<file path="config.mk">
export PLATFORM = sky130hd
export DESIGN_NAME = search_table_arbiter_flat
export DESIGN_NICKNAME = d
export VERILOG_FILES = /design/src/rtl/search_table_arbiter_pkg.sv /design/src/rtl/search_table_arbiter_if.sv /design/src/rtl/search_table_arbiter_rr_arbiter.sv /design/src/rtl/search_table_arbiter.sv /design/src/flat_wrapper.sv
export SDC_FILE = /design/constraint.sdc
export NUM_CORES = 1
export LEC_CHECK = 0
export ABC_AREA = 1
export ABC_CLOCK_PERIOD_IN_PS = 2800
export CAP_MARGIN = 20
export CORE_ASPECT_RATIO = 0.7
export CORE_MARGIN = 4
export CORE_UTILIZATION = 38
export CTS_CLUSTER_SIZE = 25
export DETAILED_ROUTE_END_ITERATION = 12
export PLACE_DENSITY = 0.77
export RECOVER_POWER = 100
export SYNTH_ARGS = -nofsm -noshare
export SYNTH_HDL_FRONTEND = slang
export SYNTH_HIERARCHICAL = 1
export SYNTH_SLANG_ARGS = --single-unit
</file>
<file path="constraint.sdc">
create_clock -name clk -period 2.8 [get_ports clk]
set_clock_uncertainty 0.1 [all_clocks]
set_input_delay 0.56 -clock clk [delete_from_list [all_inputs] [get_ports clk]]
set_output_delay 0.56 -clock clk [all_outputs]
set_load 0.005 [all_outputs]
</file>
<file path="src/rtl/search_table_arbiter_pkg.sv">
// Shared types and constants for the search table sequencing front end.
// Key/data widths, maintenance op codes, FSM states and the full/empty pre-check.
package search_table_pkg;

  localparam int KEY_W   = 16;
  localparam int DATA_W  = 16;
  localparam int COUNT_W = 11;

  localparam logic [1:0] OP_ADD = 2'd0;
  localparam logic [1:0] OP_DEL = 2'd1;
  localparam logic [1:0] OP_UPD = 2'd2;
  localparam logic [1:0] OP_CLR = 2'd3;

  typedef enum logic [1:0] {
    ST_IDLE = 2'd0,
    ST_BUSY = 2'd1,
    ST_RESP = 2'd2
  } state_e;

  // Maintenance ops that cannot succeed are rejected before touching the table.
  function automatic logic precheck_err(input logic [1:0]         code,
                                        input logic [COUNT_W-1:0] count,
                                        input logic [COUNT_W-1:0] depth);
    return ((code == OP_ADD) && (count == depth)) ||
           (((code == OP_DEL) || (code == OP_UPD)) && (count == '0));
  endfunction

endpackage

</file>
<file path="src/rtl/search_table_arbiter_if.sv">
// Client and table-side signal bundle of the search table arbiter.
// slave: the arbiter's view; master: requesters plus table.
interface search_table_arbiter_if #(
  parameter int NUM_LK = 4
);
  import search_table_pkg::*;

  logic [NUM_LK-1:0]       lk_req;
  logic [NUM_LK*KEY_W-1:0] lk_key;
  logic [NUM_LK-1:0]       lk_gnt;
  logic [NUM_LK-1:0]       lk_done;
  logic                    lk_found;
  logic [DATA_W-1:0]       lk_result;
  logic                    lk_err;

  logic                    op_req;
  logic [1:0]              op_code;
  logic [KEY_W-1:0]        op_key;
  logic [DATA_W-1:0]       op_data;
  logic                    op_gnt;
  logic                    op_done;
  logic                    op_err;

  logic                    tbl_req;
  logic                    tbl_op_req;
  logic [KEY_W-1:0]        tbl_key;
  logic [1:0]              tbl_op_code;
  logic [DATA_W-1:0]       tbl_op_data;
  logic                    tbl_done;
  logic                    tbl_found;
  logic [DATA_W-1:0]       tbl_result;
  logic                    tbl_op_err;
  logic [COUNT_W-1:0]      tbl_count;

  modport slave (
    input  lk_req, lk_key, op_req, op_code, op_key, op_data,
           tbl_done, tbl_found, tbl_result, tbl_op_err, tbl_count,
    output lk_gnt, lk_done, lk_found, lk_result, lk_err,
           op_gnt, op_done, op_err,
           tbl_req, tbl_op_req, tbl_key, tbl_op_code, tbl_op_data
  );

  modport master (
    output lk_req, lk_key, op_req, op_code, op_key, op_data,
           tbl_done, tbl_found, tbl_result, tbl_op_err, tbl_count,
    input  lk_gnt, lk_done, lk_found, lk_result, lk_err,
           op_gnt, op_done, op_err,
           tbl_req, tbl_op_req, tbl_key, tbl_op_code, tbl_op_data
  );

endinterface

</file>
<file path="src/rtl/search_table_arbiter_rr_arbiter.sv">
// Rotating-priority arbiter for the lookup clients: one-hot grant, search
// starts one past the last granted client, pointer moves only on adv.
module rr_arbiter #(
  parameter int NUM_LK = 4
) (
  input  logic              clk,
  input  logic              reset,
  input  logic [NUM_LK-1:0] req,
  input  logic              adv,
  output logic [NUM_LK-1:0] gnt
);

  localparam int PTR_W = (NUM_LK > 1) ? $clog2(NUM_LK) : 1;

  logic [PTR_W-1:0] ptr_q, ptr_d;
  logic             found;
  int               idx;

  always_comb begin
    gnt   = '0;
    ptr_d = ptr_q;
    found = 1'b0;
    idx   = 0;
    for (int i = 0; i < NUM_LK; i++) begin
      idx = int'(ptr_q) + i;
      if (idx >= NUM_LK) idx = idx - NUM_LK;
      if (!found && req[PTR_W'(idx)]) begin
        found                = 1'b1;
        gnt[PTR_W'(idx)]     = 1'b1;
        ptr_d                = (idx == NUM_LK - 1) ? '0 : PTR_W'(idx + 1);
      end
    end
    if (!adv) ptr_d = ptr_q;
  end

  always_ff @(posedge clk) begin
    if (reset) ptr_q <= '0;
    else       ptr_q <= ptr_d;
  end

endmodule

</file>
<file path="src/rtl/search_table_arbiter.sv">
// Single-port search table sequencer: arbitrates lookups against maintenance
// ops, pre-checks full/empty, and aborts table commands that never complete.
module search_table_arbiter
  import search_table_pkg::*;
#(
  parameter int NUM_LK       = 4,
  parameter int DEPTH        = 32,
  parameter int MAX_OP_BURST = 4,
  parameter int TIMEOUT      = 64
) (
  input  logic                   clk,
  input  logic                   reset,
  search_table_arbiter_if.slave  bus
);

  localparam int TO_W     = $clog2(TIMEOUT + 1);
  localparam int STREAK_W = $clog2(MAX_OP_BURST + 1);

  state_e               state_q, state_d;
  logic [NUM_LK-1:0]    lk_gnt_q, lk_gnt_d;
  logic [NUM_LK-1:0]    lk_done_q, lk_done_d;
  logic [NUM_LK-1:0]    owner_lk_q, owner_lk_d;
  logic                 owner_op_q, owner_op_d;
  logic                 lk_found_q, lk_found_d;
  logic [DATA_W-1:0]    lk_result_q, lk_result_d;
  logic                 lk_err_q, lk_err_d;
  logic                 op_gnt_q, op_gnt_d;
  logic                 op_done_q, op_done_d;
  logic                 op_err_q, op_err_d;
  logic                 tbl_req_q, tbl_req_d;
  logic                 tbl_op_req_q, tbl_op_req_d;
  logic [KEY_W-1:0]     tbl_key_q, tbl_key_d;
  logic [1:0]           tbl_op_code_q, tbl_op_code_d;
  logic [DATA_W-1:0]    tbl_op_data_q, tbl_op_data_d;
  logic [TO_W-1:0]      to_cnt_q, to_cnt_d;
  logic [STREAK_W-1:0]  op_streak_q, op_streak_d;

  logic [NUM_LK-1:0]    rr_gnt;
  logic                 rr_adv;
  logic                 any_lk;
  logic                 op_wins;
  logic                 lk_wins;
  logic                 timed_out;
  logic [KEY_W-1:0]     sel_key;

  function automatic logic [STREAK_W-1:0] streak_inc(input logic [STREAK_W-1:0] s);
    return (s == STREAK_W'(MAX_OP_BURST)) ? s : s + STREAK_W'(1);
  endfunction

  assign any_lk    = |bus.lk_req;
  // Maintenance normally wins; a full burst yields one slot to a waiting lookup.
  assign op_wins   = bus.op_req && !((op_streak_q == STREAK_W'(MAX_OP_BURST)) && any_lk);
  assign lk_wins   = any_lk && !op_wins;
  assign rr_adv    = (state_q == ST_IDLE) && lk_wins;
  // BUSY lasts at most TIMEOUT+1 cycles; the counter is 0 in the grant cycle.
  assign timed_out = (to_cnt_q == TO_W'(TIMEOUT));

  rr_arbiter #(
    .NUM_LK (NUM_LK)
  ) u_rr (
    .clk   (clk),
    .reset (reset),
    .req   (bus.lk_req),
    .adv   (rr_adv),
    .gnt   (rr_gnt)
  );

  always_comb begin
    sel_key = '0;
    for (int i = 0; i < NUM_LK; i++) begin
      if (rr_gnt[i]) sel_key = bus.lk_key[i*KEY_W +: KEY_W];
    end
  end

  always_comb begin
    state_d       = state_q;
    lk_gnt_d      = '0;
    lk_done_d     = '0;
    lk_found_d    = 1'b0;
    lk_result_d   = '0;
    lk_err_d      = 1'b0;
    op_gnt_d      = 1'b0;
    op_done_d     = 1'b0;
    op_err_d      = 1'b0;
    owner_lk_d    = owner_lk_q;
    owner_op_d    = owner_op_q;
    tbl_req_d     = tbl_req_q;
    tbl_op_req_d  = tbl_op_req_q;
    tbl_key_d     = tbl_key_q;
    tbl_op_code_d = tbl_op_code_q;
    tbl_op_data_d = tbl_op_data_q;
    to_cnt_d      = to_cnt_q;
    op_streak_d   = op_streak_q;

    case (state_q)
      ST_IDLE: begin
        to_cnt_d = '0;
        if (op_wins) begin
          op_gnt_d      = 1'b1;
          owner_op_d    = 1'b1;
          owner_lk_d    = '0;
          op_streak_d   = streak_inc(op_streak_q);
          tbl_key_d     = bus.op_key;
          tbl_op_code_d = bus.op_code;
          tbl_op_data_d = bus.op_data;
          if (precheck_err(bus.op_code, bus.tbl_count, COUNT_W'(DEPTH))) begin
            op_done_d = 1'b1;
            op_err_d  = 1'b1;
            state_d   = ST_RESP;
          end else begin
            tbl_op_req_d = 1'b1;
            state_d      = ST_BUSY;
          end
        end else if (lk_wins) begin
          lk_gnt_d      = rr_gnt;
          owner_lk_d    = rr_gnt;
          owner_op_d    = 1'b0;
          op_streak_d   = '0;
          tbl_key_d     = sel_key;
          tbl_op_code_d = '0;
          tbl_op_data_d = '0;
          tbl_req_d     = 1'b1;
          state_d       = ST_BUSY;
        end
      end

      ST_BUSY: begin
        to_cnt_d = to_cnt_q + TO_W'(1);
        // A completion on the expiry cycle still counts as a good response.
        if (bus.tbl_done || timed_out) begin
          state_d      = ST_RESP;
          tbl_req_d    = 1'b0;
          tbl_op_req_d = 1'b0;
          if (owner_op_q) begin
            op_done_d = 1'b1;
            op_err_d  = !bus.tbl_done || bus.tbl_op_err;
          end else begin
            lk_done_d   = owner_lk_q;
            lk_err_d    = !bus.tbl_done;
            lk_found_d  = bus.tbl_done && bus.tbl_found;
            lk_result_d = lk_found_d ? bus.tbl_result : '0;
          end
        end
      end

      ST_RESP: begin
        state_d = ST_IDLE;
      end

      default: begin
        state_d = ST_IDLE;
      end
    endcase
  end

  always_ff @(posedge clk) begin
    if (reset) begin
      state_q       <= ST_IDLE;
      lk_gnt_q      <= '0;
      lk_done_q     <= '0;
      owner_lk_q    <= '0;
      owner_op_q    <= 1'b0;
      lk_found_q    <= 1'b0;
      lk_result_q   <= '0;
      lk_err_q      <= 1'b0;
      op_gnt_q      <= 1'b0;
      op_done_q     <= 1'b0;
      op_err_q      <= 1'b0;
      tbl_req_q     <= 1'b0;
      tbl_op_req_q  <= 1'b0;
      tbl_key_q     <= '0;
      tbl_op_code_q <= '0;
      tbl_op_data_q <= '0;
      to_cnt_q      <= '0;
      op_streak_q   <= '0;
    end else begin
      state_q       <= state_d;
      lk_gnt_q      <= lk_gnt_d;
      lk_done_q     <= lk_done_d;
      owner_lk_q    <= owner_lk_d;
      owner_op_q    <= owner_op_d;
      lk_found_q    <= lk_found_d;
      lk_result_q   <= lk_result_d;
      lk_err_q      <= lk_err_d;
      op_gnt_q      <= op_gnt_d;
      op_done_q     <= op_done_d;
      op_err_q      <= op_err_d;
      tbl_req_q     <= tbl_req_d;
      tbl_op_req_q  <= tbl_op_req_d;
      tbl_key_q     <= tbl_key_d;
      tbl_op_code_q <= tbl_op_code_d;
      tbl_op_data_q <= tbl_op_data_d;
      to_cnt_q      <= to_cnt_d;
      op_streak_q   <= op_streak_d;
    end
  end

  assign bus.lk_gnt      = lk_gnt_q;
  assign bus.lk_done     = lk_done_q;
  assign bus.lk_found    = lk_found_q;
  assign bus.lk_result   = lk_result_q;
  assign bus.lk_err      = lk_err_q;
  assign bus.op_gnt      = op_gnt_q;
  assign bus.op_done     = op_done_q;
  assign bus.op_err      = op_err_q;
  assign bus.tbl_req     = tbl_req_q;
  assign bus.tbl_op_req  = tbl_op_req_q;
  assign bus.tbl_key     = tbl_key_q;
  assign bus.tbl_op_code = tbl_op_code_q;
  assign bus.tbl_op_data = tbl_op_data_q;

endmodule

</file>
<file path="src/flat_wrapper.sv">
// flat-port wrapper written by rule: the top's interface ports become plain ports
module search_table_arbiter_flat import search_table_pkg::*;
#(
  parameter int NUM_LK       = 4,
  parameter int DEPTH        = 32,
  parameter int MAX_OP_BURST = 4,
  parameter int TIMEOUT      = 64
)
  (clk, reset, bus_lk_req, bus_lk_key, bus_op_req, bus_op_code, bus_op_key, bus_op_data, bus_tbl_done, bus_tbl_found, bus_tbl_result, bus_tbl_op_err, bus_tbl_count, bus_lk_gnt, bus_lk_done, bus_lk_found, bus_lk_result, bus_lk_err, bus_op_gnt, bus_op_done, bus_op_err, bus_tbl_req, bus_tbl_op_req, bus_tbl_key, bus_tbl_op_code, bus_tbl_op_data);
  search_table_arbiter_if #(.NUM_LK(NUM_LK)) bus_i ();
  input  logic clk;
  input  logic reset;
  input wire logic [$bits(bus_i.lk_req)-1:0] bus_lk_req;
  input wire logic [$bits(bus_i.lk_key)-1:0] bus_lk_key;
  input wire logic [$bits(bus_i.op_req)-1:0] bus_op_req;
  input wire logic [$bits(bus_i.op_code)-1:0] bus_op_code;
  input wire logic [$bits(bus_i.op_key)-1:0] bus_op_key;
  input wire logic [$bits(bus_i.op_data)-1:0] bus_op_data;
  input wire logic [$bits(bus_i.tbl_done)-1:0] bus_tbl_done;
  input wire logic [$bits(bus_i.tbl_found)-1:0] bus_tbl_found;
  input wire logic [$bits(bus_i.tbl_result)-1:0] bus_tbl_result;
  input wire logic [$bits(bus_i.tbl_op_err)-1:0] bus_tbl_op_err;
  input wire logic [$bits(bus_i.tbl_count)-1:0] bus_tbl_count;
  output wire logic [$bits(bus_i.lk_gnt)-1:0] bus_lk_gnt;
  output wire logic [$bits(bus_i.lk_done)-1:0] bus_lk_done;
  output wire logic [$bits(bus_i.lk_found)-1:0] bus_lk_found;
  output wire logic [$bits(bus_i.lk_result)-1:0] bus_lk_result;
  output wire logic [$bits(bus_i.lk_err)-1:0] bus_lk_err;
  output wire logic [$bits(bus_i.op_gnt)-1:0] bus_op_gnt;
  output wire logic [$bits(bus_i.op_done)-1:0] bus_op_done;
  output wire logic [$bits(bus_i.op_err)-1:0] bus_op_err;
  output wire logic [$bits(bus_i.tbl_req)-1:0] bus_tbl_req;
  output wire logic [$bits(bus_i.tbl_op_req)-1:0] bus_tbl_op_req;
  output wire logic [$bits(bus_i.tbl_key)-1:0] bus_tbl_key;
  output wire logic [$bits(bus_i.tbl_op_code)-1:0] bus_tbl_op_code;
  output wire logic [$bits(bus_i.tbl_op_data)-1:0] bus_tbl_op_data;
  assign bus_i.lk_req = bus_lk_req;
  assign bus_i.lk_key = bus_lk_key;
  assign bus_i.op_req = bus_op_req;
  assign bus_i.op_code = bus_op_code;
  assign bus_i.op_key = bus_op_key;
  assign bus_i.op_data = bus_op_data;
  assign bus_i.tbl_done = bus_tbl_done;
  assign bus_i.tbl_found = bus_tbl_found;
  assign bus_i.tbl_result = bus_tbl_result;
  assign bus_i.tbl_op_err = bus_tbl_op_err;
  assign bus_i.tbl_count = bus_tbl_count;
  assign bus_lk_gnt = bus_i.lk_gnt;
  assign bus_lk_done = bus_i.lk_done;
  assign bus_lk_found = bus_i.lk_found;
  assign bus_lk_result = bus_i.lk_result;
  assign bus_lk_err = bus_i.lk_err;
  assign bus_op_gnt = bus_i.op_gnt;
  assign bus_op_done = bus_i.op_done;
  assign bus_op_err = bus_i.op_err;
  assign bus_tbl_req = bus_i.tbl_req;
  assign bus_tbl_op_req = bus_i.tbl_op_req;
  assign bus_tbl_key = bus_i.tbl_key;
  assign bus_tbl_op_code = bus_i.tbl_op_code;
  assign bus_tbl_op_data = bus_i.tbl_op_data;
  search_table_arbiter #(.NUM_LK(NUM_LK), .DEPTH(DEPTH), .MAX_OP_BURST(MAX_OP_BURST), .TIMEOUT(TIMEOUT)) u_core (.clk(clk), .reset(reset), .bus(bus_i));
endmodule
</file>
== Yosys cells after proc, flatten, opt, wreduce, memory -nomap -nowiden ==
Index checks and enable logic that the tools add are counted.

* Bits in writable memories: 0
* Input bits: 135
* Memories kept: 0
* Bits in read-only memories: 0
* Latch bits: 0
* Output and inout bits: 65
* Flip-flop bits (word level): 84

* Bitwise operators: 8
* Add/sub/neg operators: 13
* Order comparisons: 12
* Reductions and logical operators: 41
* Equality and inequality tests: 17
* Divide/modulo/power cells: 0
* Multipliers: 0
* Shifts and indexed selects: 0
* Mux-type cells: 78

{| class="wikitable"
|+ Operators with widths
! kind !! number
|-
| equality test 32 x 3 -> 1 bit (second input constant) || 4
|-
| 2-to-1 mux 16 bit || 8
|-
| 2-to-1 mux 32 bit || 4
|-
| 2-to-1 mux 1 bit || 29
|-
| 2-to-1 mux 2 bit || 14
|-
| 2-to-1 mux 4 bit || 6
|-
| less-than comparator 2 x 4 -> 1 bit (second input constant) || 4
|-
| logical AND 1 bit || 14
|-
| one-hot mux 7 bit (2 select lines) || 1
|-
| bitwise OR 4 bit || 3
|-
| OR reduction 4 bit || 3
|-
| subtractor 3 x 3 -> 4 bit (second input constant) || 3
|-
| equality test 11 x 6 -> 1 bit (second input constant) || 1
|-
| zero test 11 bit || 1
|-
| >= comparator 3 bit (second input constant) || 3
|-
| 2-to-1 mux 3 bit || 3
|-
| adder 2 bit (second input constant) || 4
|-
| binary-select mux 1 bit (select 2 bit) || 4
|-
| demux 1 bit (select 2 bit) || 4
|-
| >= comparator 2 x 1 -> 1 bit (second input constant) || 4
|-
| one-hot mux 1 bit (2 select lines) || 4
|-
| AND reduction 4 bit || 2
|-
| adder 7 x 1 -> 7 bit (second input constant) || 1
|-
| equality test 7 bit (second input constant) || 1
|-
| 22 further kinds || 44
|}

== Longest topological paths before layout ==
* Word-level depth: 21
* Gate-level depth with buffers: 21

== Hierarchy ==
Netlist, hierarchy kept.

{| class="wikitable"
|+ Modules (own cells, without submodules)
! module !! cells an instance !! instances !! sequential area each (sq um) !! area an instance (sq um)
|-
| search_table_arbiter || 543 || 1 || 1641.6 || 3788.6
|-
| rr_arbiter || 107 || 1 || 40.0 || 693.2
|}

== Worst setup path after synthesis ==
No wires, ideal clock.

* Path type: flip-flop to flip-flop
* From: reg u_core.u_rr.ptr_q[1]
* To: reg u_core.tbl_key_q[13], in the netlist u_core/bus.tbl_key[13]
* Stages on the path, launching flop included: 17
* Slack: -4 ps
* Clock period less this slack: 2804 ps
* Library setup time: 132 ps
* Data required time: 2568 ps
* Path buffers: 3
* Data arrival time: 2572 ps
* Cells stage by stage: dfxtp_1 inv_2 ha_1 buf_2 inv_1 nand3_1 nand2_2 nand2_4 nor3_4 nand3_1 o2111ai_1 buf_4 inv_1 buf_2 or2_2 nand3_1 a21oi_1

{| class="wikitable"
|+ RTL lines
! element !! line !! text
|-
| start: declaration || search_table_arbiter_rr_arbiter.sv:15 || <nowiki>logic [PTR_W-1:0] ptr_q, ptr_d;</nowiki>
|-
| start signal: assignment || search_table_arbiter_rr_arbiter.sv:38 || <nowiki>else ptr_q <= ptr_d;</nowiki>
|-
| parallel branches: the longest is 14 deep, another holds subtractor 3 x 3 -> 4 bit || n/a ||
|-
| 2-to-1 mux 4 bit * || search_table_arbiter_rr_arbiter.sv:27 || <nowiki>if (!found && req[PTR_W'(idx)]) begin</nowiki>
|-
| named net u_core.rr_gnt[3] || search_table_arbiter.sv:38 || <nowiki>logic [NUM_LK-1:0] rr_gnt;</nowiki>
|-
| 2-to-1 mux 16 bit * || search_table_arbiter.sv:71 || <nowiki>if (rr_gnt[i]) sel_key = bus.lk_key[i*KEY_W +: KEY_W];</nowiki>
|-
| 2-to-1 mux 16 bit * || search_table_arbiter.sv:114 || <nowiki>end else if (lk_wins) begin</nowiki>
|-
| 2-to-1 mux 16 bit * || search_table_arbiter.sv:98 || <nowiki>if (op_wins) begin</nowiki>
|-
| end signal: assignment || search_table_arbiter.sv:190 || <nowiki>tbl_key_q <= tbl_key_d;</nowiki>
|-
| end: declaration || search_table_arbiter.sv:32 || <nowiki>logic [KEY_W-1:0] tbl_key_q, tbl_key_d;</nowiki>
|}

Mark *: on every way through the listed nets, which the timed path passes. The select of a mux whose other input is x is not followed.
A chain may end at the register's enable or synchronous reset.

== Worst setup path in the final report ==
* From: in bus_lk_req[0]
* To: reg u_core.tbl_key_q[10], in the netlist u_core/bus.tbl_key[10]

* Cells in the longest elaborated chain, start to end: 19

{| class="wikitable"
|+ Ends and longest elaborated chain
! element !! line !! text
|-
| start: declaration || flat_wrapper.sv:13 || <nowiki>input wire logic [$bits(bus_i.lk_req)-1:0] bus_lk_req;</nowiki>
|-
| binary-select mux 1 bit (select 2 bit) || search_table_arbiter_rr_arbiter.sv:27 ||
|-
| 2-to-1 mux 1 bit (not written as such) (2 in series) || search_table_arbiter_rr_arbiter.sv:27 ||
|-
| 2-to-1 mux 1 bit || search_table_arbiter_rr_arbiter.sv:27 ||
|-
| zero test 1 bit || search_table_arbiter_rr_arbiter.sv:27 ||
|-
| logical AND 1 bit || search_table_arbiter_rr_arbiter.sv:27 ||
|-
| 2-to-1 mux 1 bit || search_table_arbiter_rr_arbiter.sv:27 ||
|-
| zero test 1 bit || search_table_arbiter_rr_arbiter.sv:27 ||
|-
| logical AND 1 bit || search_table_arbiter_rr_arbiter.sv:27 ||
|-
| 2-to-1 mux 1 bit || search_table_arbiter_rr_arbiter.sv:27 ||
|-
| zero test 1 bit || search_table_arbiter_rr_arbiter.sv:27 ||
|-
| logical AND 1 bit || search_table_arbiter_rr_arbiter.sv:27 ||
|-
| 2-to-1 mux 4 bit || search_table_arbiter_rr_arbiter.sv:27 ||
|-
| 2-to-1 mux 16 bit (4 in series) || search_table_arbiter.sv:71 ||
|-
| 2-to-1 mux 16 bit || search_table_arbiter.sv:114 ||
|-
| 2-to-1 mux 16 bit || search_table_arbiter.sv:98 ||
|}

Parallel ways exist; a longest one is shown, timed or not. The select of a mux whose other input is x is not followed.

==> flow_summary.json <==
{
  "fin_util_pct": 63.2,
  "nNetsFinal": 1025,
  "worst-slew-pin-transition_ns": 0.700,
  "clock_latency_ns": 0.33,
  "grt_use_total_pct": 20.5,
  "worstPathRequired_ns": 2.98,
  "crit_fanout": 22,
  "drc_errors": 0,
  "diodes": 0,
  "critical-path-max-stage-delay_ns": 0.52,
  "p_comb_share_pct": 43.9,
  "switching_share_pct": 36.8,
  "syn_inst": 650,
  "ant_nets": 0,
  "crit_path_cell_trace": "clkdlybuf4s50_1 -> clkbuf_4 -> nor2_1 -> nand2_2 -> nand2_1 -> nand2_4 -> nor2_4 -> nand2_4 -> inv_1 -> nand2_1 -> nand2_1",
  "hp-class": "flop to flop",
  "fin_setup_tns_ns": 0,
  "grt-ovfl-total": 0,
  "dr.pass1.iters": 5,
  "antenna_found_initial": 1,
  "netlist_area_um2": 4480,
  "die_w_um": 138,
  "place_hpwl_um": 11300,
  "layout_commonest_cell": "nand2_1",
  "ys_types": 35,
  "status": "finished, final reports clean",
  "drv_slew": 0,
  "drive_gt1_share_pct": 12.6,
  "vdd_drop_max_uv": 363,
  "io_buffers": 199,
  "fin_crit_sh_pct": 92.7,
  "worst_path_most_repeated_cell": "nand2_1",
  "ff2ff_path_depth": 14,
  "whs_ns": 0.339,
  "drtIter0Drc": 271,
  "cts-root-buf": "clkbuf_16",
  "p_clk_share_pct": 26.1,
  "p_seq_share_pct": 30.0,
  "relSlewSlack_pct": 53.3,
  "via_per_inst": 4.81,
  "num_rows": 32,
  "leakage_nw": 3.46,
  "clkSlewWorstSetupHoldPaths_ns": 0.06,
  "worstSetupStartpoint": "bus_lk_req[0]",
  "min_from": "u_core/owner_lk_q[3]",
  "layout_common_cells": "nand2_1 (182), clkdlybuf4s50_1 (131), dfxtp_1 (82)",
  "intPower_mw": 2.89,
  "area_growth_pct": 58.7,
  "ys_ff_latch": 84,
  "crit_type": "primary input to flop",
  "clock-sinks": 84,
  "num_vias": 4978,
  "die_h_um": 98.9,
  "arrival_ns": 2.77,
  "grt_max_degree": 33,
  "power_density_nw_per_um2": 643,
  "coreArea_um2": 11300,
  "wirelength_um": 14600,
  "cts-buffers-inserted": 9,
  "start_util_pct": 39.8,
  "syn_area_per_cell_um2": 6.90,
  "p_sw_mw": 1.68,
  "cts_tree": "done",
  "grt_pass1_wl_um": 22200,
  "htreeDepth": 3,
  "period_needed_ns": 2.59,
  "hold_depth": 2,
  "power_mw": 4.57,
  "cts_hold_buf": 0,
  "grt_pass1_vias": 4601,
  "clockBufferDepth": 2,
  "yosys_warnings": 6,
  "finalHoldViolations": 0,
  "crit_family": "buffers and inverters",
  "io_pins": 200,
  "cp-start-kind": "primary input",
  "crit_path_end_kind": "flop",
  "seq_area_frac_synth_pct": 37.5,
  "crit_slowest_cell": "inv_1",
  "die-area_um2": 13600,
  "setup-violations-final": 0,
  "synth_fp_nets": 798,
  "critical_path_depth": 11,
  "clock.fmax_ghz": 0.385,
  "reg2reg_from": "u_core/u_rr/ptr_q[1]",
  "globalplace.congestion": 0.955,
  "wire_per_inst_um": 14.1,
  "maxCapViolCount": 0,
  "path_buf_inv": 3
}
## cells in the mapped netlist (all sizes together)
cell type | n | area, µm²
nor3 | 3 | 26.3
nand2 | 199 | 840
o2111ai | 4 | 35.0
a211oi | 1 | 7.51
o211ai | 1 | 7.51
clkinv | 1 | 3.75
nand4 | 5 | 37.5
ha | 13 | 163
or2 | 8 | 50.1
a21oi | 41 | 205
a31o | 1 | 8.76
o21ai | 26 | 130
xor2 | 1 | 8.76
nand3 | 85 | 458
and3 | 1 | 6.26
inv | 71 | 279
dfxtp | 84 | 1680
o22ai | 4 | 25.0
buf | 21 | 149
clkbuf | 3 | 11.3
nor2 | 77 | 349
## layout make-up
cell class,instances,area (µm²)
clock buffer,9,225
inverter,72,285
fill,1041,4140
sequential,84,1680
timing repair buffer,240,2290
clock inverter,7,73.8
tap,153,191
multi-input combinational,470,2360
## flip-flops by register name (all words and copies together), names as in the netlist, 2 cells and up
register / count
u_core/op_streak_q: 3
u_core/bus.lk_result: 16
u_core/to_cnt_q: 7
u_core/u_rr/ptr_q: 2
u_core/bus.tbl_key: 16
u_core/bus.lk_gnt: 4
u_core/owner_lk_q: 4
u_core/bus.tbl_op_code: 2
u_core/bus.lk_done: 4
u_core/bus.tbl_op_data: 16
u_core/state_q: 2
## final timing paths
check / endpoint / slack, ns
min: u_core/bus.lk_done[3] / 0.34
min reg2reg: u_core/bus.lk_done[3] / 0.34
max reg2reg: u_core/bus.tbl_key[13] / 0.22
max: u_core/bus.tbl_key[10] / 0.21
## through the flow
step	cells	setup WS (ns)	instance area, µm²
global placement	1008	-0.126	6730
CTS	1024	0.0715	7030
finish	1035	0.206	7110
floorplan	650	0.0534	4480
global route	1035	-0.00865	7110
detailed placement	1008	-0.193	6730
## tightest hold or removal path: stages (launching register included)
cell and delay (ns):
dfxtp_1 0.30, inv_1 0.06, nor2_1 0.04
## timing repair
item | CTS | global route
endpoints found under the setup margin | 0 | 16
setup buffers | 0 | 9
gates resized for setup | 0 | 14
## cells by family after synthesis
family                     count (synthesis)  synth area share (%)
AOI/OAI and AO/OA                         78                  9.35
xor gates and xnor gates                   1                 0.195
adders and majority gates                 13                  3.63
buffers and inverters                     96                  9.88
DFF                                       84                  37.5
and+or+nand+nor                          378                  39.4
## metal layers
metal  part of all wire [%]  GRT usage (%)  vias up  wire length (µm)
met2                     45           34.4      234              6640
li1                       -              -     2531                 -
met1                     41           24.9     2185              6020
met5                  0.082              0        -                12
met3                     12           8.52       26              1790
met4                    1.2           4.02        2               172
## power by group through the flow
stage	clock (mW)	combinational [mW]	sequential, mW
after floorplan	0	1.12	1.41
after CTS	1.22	1.91	1.38
final	1.19	2.01	1.37
after global placement	0	1.89	1.40
after detailed placement	0	1.90	1.40
after global routing	1.27	2.22	1.39
Power figures use the tool's default switching activity.
==> edit, RTL diff (config.mk and constraints unchanged) <==
Re-encode `state_e` (3 states) as one-hot, 3 bits wide.
--- a/src/rtl/search_table_arbiter_pkg.sv
+++ b/src/rtl/search_table_arbiter_pkg.sv
@@ -13,6 +13,6 @@
 
-  typedef enum logic [1:0] {
-    ST_IDLE = 2'd0,
-    ST_BUSY = 2'd1,
-    ST_RESP = 2'd2
+  typedef enum logic [2:0] {
+    ST_IDLE = 3'b001,
+    ST_BUSY = 3'b010,
+    ST_RESP = 3'b100
   } state_e;
Behaviour: no difference found for any inputs over 4 cycles, from zero or initial values and one cycle with reset high; so few cycles prove little.
==> edit against the unedited design <==
Sequential cell count up 1; clock power up 10%; register-to-register slack about the same; final area up 2.2%; power up 7.7%; setup slack worse by 0.023 ns; wire length up 6.4%; synthesized area up 4.1%.
==> edit: results (changes against the unedited design) <==
| Metric | Value |
|---|---|
| Leakage power figure | `3.46 nW (about the same)` |
| Clk sinks | `85 (was 84)` |
| Mapped cell area | `4670 µm² (was 4480 µm²)` |
| Placer congestion estimate | `0.910 (was 0.955)` |
| Min-delay src | `u_core/owner_lk_q[2]$_SDFFE_PP0P_ (was u_core/owner_lk_q[3]$_SDFFE_PP0P_)` |
| Non-clk buf share | `31.8% (was 32.3%)` |
| FF+latch area | `1700 µm² (was 1680 µm²)` |
| Status | `complete, no violations (unchanged)` |
| R2R cell count | `15 (was 14)` |
| Pin count of the biggest net entering global routing | `21 (was 33)` |
| Detailed placement HPWL | `12.2 mm (was 11.3 mm)` |
| Met3 Resource Use GR | `7.40% (was 8.52%)` |
| DP Area | `6990 µm² (was 6730 µm²)` |
| Critical path data arrival time | `2.74 ns (was 2.77 ns)` |
| Fillers | `1,058 (was 1,041)` |
| Critical path origin | `bus_lk_req[3] (was bus_lk_req[0])` |
| Area occupied by multi-input gates | `2420 µm² (was 2360 µm²)` |
| Iteration-0 DRC Markers | `318 (was 271)` |
| Routed WL per cell | `14.7 µm (was 14.1 µm)` |
| Initial antenna violation count | `0 (was 1)` |
| Peak VDD IR | `0.311 mV (was 0.363 mV)` |
| Vias per cell | `4.81 (about the same)` |
| WL met1 | `7.05 mm (was 6.02 mm)` |
| Slack of the critical path | `0.183 ns (was 0.206 ns)` |
| First-pass GRT wire length | `24.8 mm (was 22.2 mm)` |
| Crit-path max cell delay | `0.50 ns (was 0.52 ns)` |
| Synth cell count leaders | `nand2_1, dfxtp_1, inv_1 (was nand2_1, dfxtp_1, nand3_1)` |
| Pwr dens | `678 nW/µm² (was 643 nW/µm²)` |
| Metal2 WL | `6.99 mm (was 6.64 mm)` |
| Hold_ws | `0.328 ns (was 0.339 ns)` |
| Post-placement setup slack | `-0.148 ns (was -0.193 ns)` |
-- edit: cell types whose count changed in the layout (fill, tap and decap cells not counted), moves of 4 or more --
cell / unedited run / this run
nand4_1: 5 / 11
nand3_1: 80 / 63
o21ai_0: 22 / 29
a21oi_1: 41 / 53
o22ai_1: 4 / 0
nand2_1: 182 / 192
buf_4: 34 / 30
nand2_2: 8 / 4
nor2_2: 2 / 12
inv_1: 62 / 69
-- edit: cells by family (layout without fill, tap and decap cells) --
| kind of cell | count (synthesis) | count (layout) | synth area share (%) |
|---|---|---|---|
| AO/OA/AOI/OAI | 92 | 92 | 10.5 |
| AND/OR/NAND/NOR | 382 | 382 | 38.9 |
| flip-flops | 85 | 85 | 36.5 |
| buffers and inverters | 104 | 330 | 10.6 |
| adder cells (fa/ha/maj) | 13 | 13 | 3.49 |
-- edit: report_power, final --
part,internal [mW],switching (mW)
Sequential,1.33,0.0660
Clock,0.795,0.516
Combinational,0.967,1.25
Total,3.10,1.83
